==> src/rtl/cache_pkg.sv <==
// Shared types and field-width helpers for the set-associative read cache.
package cache_pkg;

  typedef enum logic [2:0] {
    IDLE,
    LOOKUP,
    REFILL_REQ,
    REFILL_WAIT,
    FLUSH
  } state_e;

  localparam int DEF_ADDR_W     = 32;
  localparam int DEF_LINE_BYTES = 4;
  localparam int DEF_SETS       = 16;
  localparam int DEF_WAYS       = 2;

  function automatic int off_w(input int lb);
    return $clog2(lb);
  endfunction

  function automatic int idx_w(input int sets);
    return $clog2(sets);
  endfunction

  function automatic int tag_w(input int aw, input int lb,
                               input int sets);
    return aw - $clog2(lb) - $clog2(sets);
  endfunction

  // A way pointer is at least one bit, even when direct-mapped.
  function automatic int ptr_w(input int ways);
    return (ways > 1) ? $clog2(ways) : 1;
  endfunction

endpackage

==> src/rtl/cache_way_select.sv <==
// Victim choice: lowest invalid way, else the set's round-robin pointer.
module cache_way_select
  import cache_pkg::*;
#(
  parameter  int WAYS = DEF_WAYS,
  localparam int PW   = ptr_w(WAYS)
) (
  input  logic [WAYS-1:0] valid,
  input  logic [PW-1:0]   ptr,
  output logic [PW-1:0]   victim
);

  always_comb begin
    victim = ptr;
    for (int w = WAYS - 1; w >= 0; w--) begin
      if (!valid[w]) victim = PW'(w);
    end
  end

endmodule

==> src/rtl/assoc_cache.sv <==
// Set-associative byte-read cache with single-line refill and flush.
module assoc_cache
  import cache_pkg::*;
#(
  parameter int ADDR_W     = DEF_ADDR_W,
  parameter int LINE_BYTES = DEF_LINE_BYTES,
  parameter int SETS       = DEF_SETS,
  parameter int WAYS       = DEF_WAYS
) (
  input  logic                    clk_i,
  input  logic                    rst_ni,
  input  logic                    flush_i,
  input  logic                    req_valid_i,
  input  logic [ADDR_W-1:0]       req_addr_i,
  output logic                    req_ready_o,
  output logic                    rsp_valid_o,
  output logic [7:0]              rsp_data_o,
  output logic                    rsp_hit_o,
  output logic                    mem_req_valid_o,
  input  logic                    mem_req_ready_i,
  output logic [ADDR_W-1:0]       mem_req_addr_o,
  input  logic                    mem_rsp_valid_i,
  input  logic [LINE_BYTES*8-1:0] mem_rsp_data_i
);

  localparam int OW = off_w(LINE_BYTES);
  localparam int IW = idx_w(SETS);
  localparam int TW = tag_w(ADDR_W, LINE_BYTES, SETS);
  localparam int PW = ptr_w(WAYS);
  localparam int LW = LINE_BYTES * 8;

  state_e            state;
  logic [ADDR_W-1:0] addr_q;

  logic [LW-1:0]   data_q  [SETS][WAYS];
  logic [TW-1:0]   tag_q   [SETS][WAYS];
  logic [WAYS-1:0] valid_q [SETS];
  logic [PW-1:0]   ptr_q   [SETS];

  logic [OW-1:0] off;
  logic [IW-1:0] idx;
  logic [TW-1:0] tag;
  logic          hit;
  logic [PW-1:0] hit_way;
  logic [PW-1:0] victim;
  logic [PW-1:0] ptr_nxt;
  logic          fill;

  assign off  = addr_q[OW-1:0];
  assign idx  = addr_q[OW+:IW];
  assign tag  = addr_q[ADDR_W-1-:TW];
  assign fill = (state == REFILL_WAIT) && mem_rsp_valid_i;

  assign ptr_nxt = (ptr_q[idx] == PW'(WAYS - 1)) ? '0
                 : ptr_q[idx] + 1'b1;

  always_comb begin
    hit     = 1'b0;
    hit_way = '0;
    for (int w = 0; w < WAYS; w++) begin
      if (valid_q[idx][w] && tag_q[idx][w] == tag) begin
        hit     = 1'b1;
        hit_way = PW'(w);
      end
    end
  end

  cache_way_select #(.WAYS(WAYS)) u_sel (
    .valid  (valid_q[idx]),
    .ptr    (ptr_q[idx]),
    .victim (victim)
  );

  assign req_ready_o = (state == IDLE);

  // Hit and refill data go out combinationally in their own cycle.
  always_comb begin
    rsp_valid_o = 1'b0;
    rsp_hit_o   = 1'b0;
    rsp_data_o  = '0;
    if (state == LOOKUP && hit) begin
      rsp_valid_o = 1'b1;
      rsp_hit_o   = 1'b1;
      rsp_data_o  = 8'(data_q[idx][hit_way] >> {off, 3'b000});
    end else if (fill) begin
      rsp_valid_o = 1'b1;
      rsp_data_o  = 8'(mem_rsp_data_i >> {off, 3'b000});
    end
  end

  always_ff @(posedge clk_i or negedge rst_ni) begin
    if (!rst_ni) begin
      state           <= IDLE;
      addr_q          <= '0;
      mem_req_valid_o <= 1'b0;
      mem_req_addr_o  <= '0;
      for (int s = 0; s < SETS; s++) begin
        valid_q[s] <= '0;
        ptr_q[s]   <= '0;
      end
    end else begin
      unique case (state)
        IDLE: begin
          if (flush_i) begin
            state <= FLUSH;
          end else if (req_valid_i) begin
            addr_q <= req_addr_i;
            state  <= LOOKUP;
          end
        end
        FLUSH: begin
          for (int s = 0; s < SETS; s++) valid_q[s] <= '0;
          state <= IDLE;
        end
        LOOKUP: begin
          if (hit) begin
            state <= IDLE;
          end else begin
            mem_req_valid_o <= 1'b1;
            mem_req_addr_o  <= {addr_q[ADDR_W-1:OW], {OW{1'b0}}};
            state           <= REFILL_REQ;
          end
        end
        REFILL_REQ: begin
          if (mem_req_ready_i) begin
            mem_req_valid_o <= 1'b0;
            state           <= REFILL_WAIT;
          end
        end
        REFILL_WAIT: begin
          if (mem_rsp_valid_i) begin
            valid_q[idx][victim] <= 1'b1;
            if (&valid_q[idx]) ptr_q[idx] <= ptr_nxt;
            state <= IDLE;
          end
        end
        default: state <= IDLE;
      endcase
    end
  end

  always_ff @(posedge clk_i) begin
    if (fill) begin
      data_q[idx][victim] <= mem_rsp_data_i;
      tag_q[idx][victim]  <= tag;
    end
  end

endmodule

==> config.mk <==
export PLATFORM = sky130hd
export DESIGN_NAME = assoc_cache
export DESIGN_NICKNAME = d
export VERILOG_FILES = /design/src/rtl/cache_pkg.sv /design/src/rtl/cache_way_select.sv /design/src/rtl/assoc_cache.sv
export SDC_FILE = /design/constraint.sdc
export NUM_CORES = 2
export LEC_CHECK = 0
export CAP_MARGIN = 10
export CORE_MARGIN = 2
export CORE_UTILIZATION = 62
export CTS_CLUSTER_SIZE = 20
export DETAILED_ROUTE_END_ITERATION = 8
export PLACE_DENSITY = 0.84
export SETUP_SLACK_MARGIN = 0.3
export SLEW_MARGIN = 25
export SYNTH_ARGS = -nofsm -noshare
export SYNTH_HDL_FRONTEND = slang
export SYNTH_SLANG_ARGS = --single-unit
==> constraint.sdc <==
create_clock -name clk_i -period 7.3 [get_ports clk_i]
set_input_delay 0.73 -clock clk_i [delete_from_list [all_inputs] [get_ports clk_i]]
set_output_delay 0.73 -clock clk_i [all_outputs]
set_load 0.01 [all_outputs]
==> out/results.ini <==
[place]
numPortBuffers = 111
placedCellCount = 5246
dp_hpwl_um = 108000
dp_slack_ns = 0.656
dpl_cell_area_mm2 = 0.0813
routabilityCongestion = 0.899

[yosys]
synth.yosys.seq_area_share_pct = 75.4
synth_top_area_share_pct = 71.7
avgSynthCellArea_um2 = 22.0
synth_seq_cells = 1970
syn-instance-count = 3536
synth-edff-count = 1856
synth_top_cell_by_area = edfxtp_1
syn_area_mm2 = 0.0777
ys.flop_type = edfxtp_1
synthTopCellsByArea = edfxtp_1 72%, mux4_2 14%, dfrtp_1 3.7%, mux2i_1 2.2%, mux2_2 0.80%
synth-warning-count = 0
ys_types = 78
synth_async_sr_flop_share_pct = 5.79

[sta]
finClkSkew_ns = 0.0430
tns_ns = 0
slew_headroom_pct = 26.2
fmax_mhz = 141
rsz0062_at_grt = no
setup_viol = 0
worst_hold_slack_ns = 0.415
fin_crit_sh_pct = 97.2
period_minus_slack_ns = 7.10
setup_slack_ns = 0.204
final-max-slew-violation-count = 0
worst_pin_slew_ns = 1.10
hold_viol_final = 0

[drt]
antenna_left = 0
route.vias.total = 41700
dr.pass1.iters = 9
drtIter0Drc = 7899
totalWireLength_um = 221000
drc = 116
wire_per_inst_um = 39.5
vias_per_cell = 7.44

[floorplan]
ios = 114
start_util_pct = 62.6
die_area_mm2 = 0.128
die_x_um = 358
coreArea_mm2 = 0.124
rows = 129
die_y_um = 358

[status]
violations = DRC
outcome = finished, violations left

[min_path]
min_path_type = input pin to register
hold_end = data_q[5][48]
hp-start = mem_rsp_data_i[16]
min_path_cells = 1

[finish]
fin_area_mm2 = 0.0878
seq_area_mm2 = 0.0586
syn_to_final_growth_pct = 13.0
final_nets = 3882
layout-drive-gt1-share_pct = 27.7
nFillCells = 6577
stdcell_count = 5610
multi_input_area_mm2 = 0.0180
final_util_pct = 70.8

[worst_setup_path]
reg2reg_to = data_q[12][0]
end_kind = primary output
r2r_cells = 10
crit_arrival_ns = 6.37
crit_fanout = 39
start_kind = register
worstPathRequired_ns = 6.57
r2r_start = addr_q[2]
crit_type = register to primary output
r2r_setup_slack_ns = 1.84

[grt]
grt_pass1_vias = 42300
antenna_found_initial = 12
overflow = 0
grt_max_degree = 147
grt_pass1_wl_um = 309000
grt.total_usage_pct = 34.9

[clock_network]
clock_latency_ns = 0.84
clk_pin_slew_ns = 0.06
cts_tree = yes
clock-sinks = 1970
cts-root-buf = clkbuf_16
cts_buffers = 185
cts_buffer_depth = 3
cts_max_level = 4

[power]
vdd_drop_max_v = 0.000322
power_mw = 35.1
leakagePower_nw = 28.6
powerDensity_mw_per_mm2 = 400

[flow_run]
maxCapViolCount = 0

[state kept, by name, summed over array words and instances, names as in the netlist]
signal / flops
mem_req_valid_o: 1
tag_q: 832
valid_q: 32
ptr_q: 16
mem_req_addr_o: 30
addr_q: 32
state: 3
data_q: 1024
[routing by layer]
layer,vias to the layer above,track usage (%),wire (um)
met5,-,0,154
met4,14,20.6,15400
met3,1015,9.79,30500
met2,4165,55.1,106000
met1,21200,43.7,68800
li1,15400,-,-
[placed cells by master (no fill, tap or decap), types with 9 or more instances in the layout]
cell / instances
edfxtp_1: 1856
mux4_2: 480
clkbuf_16: 188
mux2i_1: 171
buf_4: 146
dfrtp_1: 109
clkdlybuf4s50_1: 100
nand2_1: 98
nor2_1: 66
mux2_2: 55
clkbuf_1: 44
a22oi_1: 43
a21oi_1: 41
xnor2_1: 35
nor2_4: 32
clkinv_1: 32
a31oi_1: 30
mux2_4: 29
bufinv_16: 25
clkinv_2: 25
a211oi_1: 24
buf_12: 23
nand2b_1: 22
inv_1: 22
xor2_1: 18
mux4_1: 16
nor4_1: 13
o21ai_0: 12
o22ai_1: 10
buf_2: 10
a2111oi_2: 9
clkinvlp_4: 9
[critical path, cell delays in order (launching register included)]
cell and delay (ns):
dfrtp_4 0.62, inv_8 0.48, buf_4 0.70, mux2i_1 0.33
o21ai_0 0.24, o32ai_4 0.44, buf_4 0.42, inv_2 0.31
a2111oi_2 0.51, nor4_1 0.11, o41ai_1 0.51, buf_4 0.22
clkdlybuf4s50_1 0.57
[timing repair]
item / 4_1_cts / 5_1_grt
setup buffers: 5 / 9
gates cloned: 0 / 1
endpoints found under the hold margin: 4 / 0
pin swaps: 1 / 3
hold buffers: 1 / 0
gates resized for setup: 9 / 11
setup endpoints to repair: 10 / 6
[Yosys cell counts, types with 14 or more instances]
cell type,number
nor2_1,99
nand2b_1,22
a211oi_1,24
dfrtp_1,114
edfxtp_1,1856
buf_4,23
a21oi_1,41
mux4_2,480
inv_1,23
clkbuf_1,73
xnor2_1,35
nand2_1,98
buf_6,24
mux2_2,55
xor2_1,18
a22oi_1,43
mux2i_1,171
mux4_1,16
mux2_4,29
nor4_1,14
a31oi_1,30
buf_2,56
[kinds of logic (layout without fill, tap and decap cells)]
kind of cell / Yosys count / after routing / share of synthesized area, %
other cells: 1 / 6 / 0.00483
mux: 752 / 752 / 18.0
xor+xnor: 53 / 53 / 0.597
flops: 1970 / 1970 / 75.4
compound gates: 242 / 243 / 2.36
buf+inv: 228 / 659 / 1.86
simple gates: 290 / 290 / 1.77
[final cells by class]
type	count	area share, %
flip-flops and latches	1970	66.7
multi-input cells	1340	20.5
clock buffers	237	5.62
repair buffers	290	3.17
well taps	1637	2.33
clock inverters	107	1.49
inverters	25	0.115
diodes	4	0.0114
[report_power, final]
group | total [mW] | internal (mW) | switching, mW
Combinational | 11.1 | 4.60 | 6.53
Clock | 10.0 | 5.70 | 4.33
Sequential | 13.9 | 13.4 | 0.539
[how the worst max path moves through the flow]
stage | to | startpoint | slack [ns] | cells after the start
final | rsp_data_o[7] | addr_q[5] | 0.20 | 12
after global routing | rsp_data_o[7] | addr_q[5] | 0.26 | 12
after CTS | rsp_data_o[7] | addr_q[3] | 0.38 | 13
after detailed placement | rsp_data_o[4] | addr_q[2] | 0.66 | 11
after global placement | rsp_data_o[5] | addr_q[2] | 0.79 | 12
after floorplan | data_q[12][32] | addr_q[2] | 1.24 | 19
Note: power is estimated with default switching activity, not from simulation.
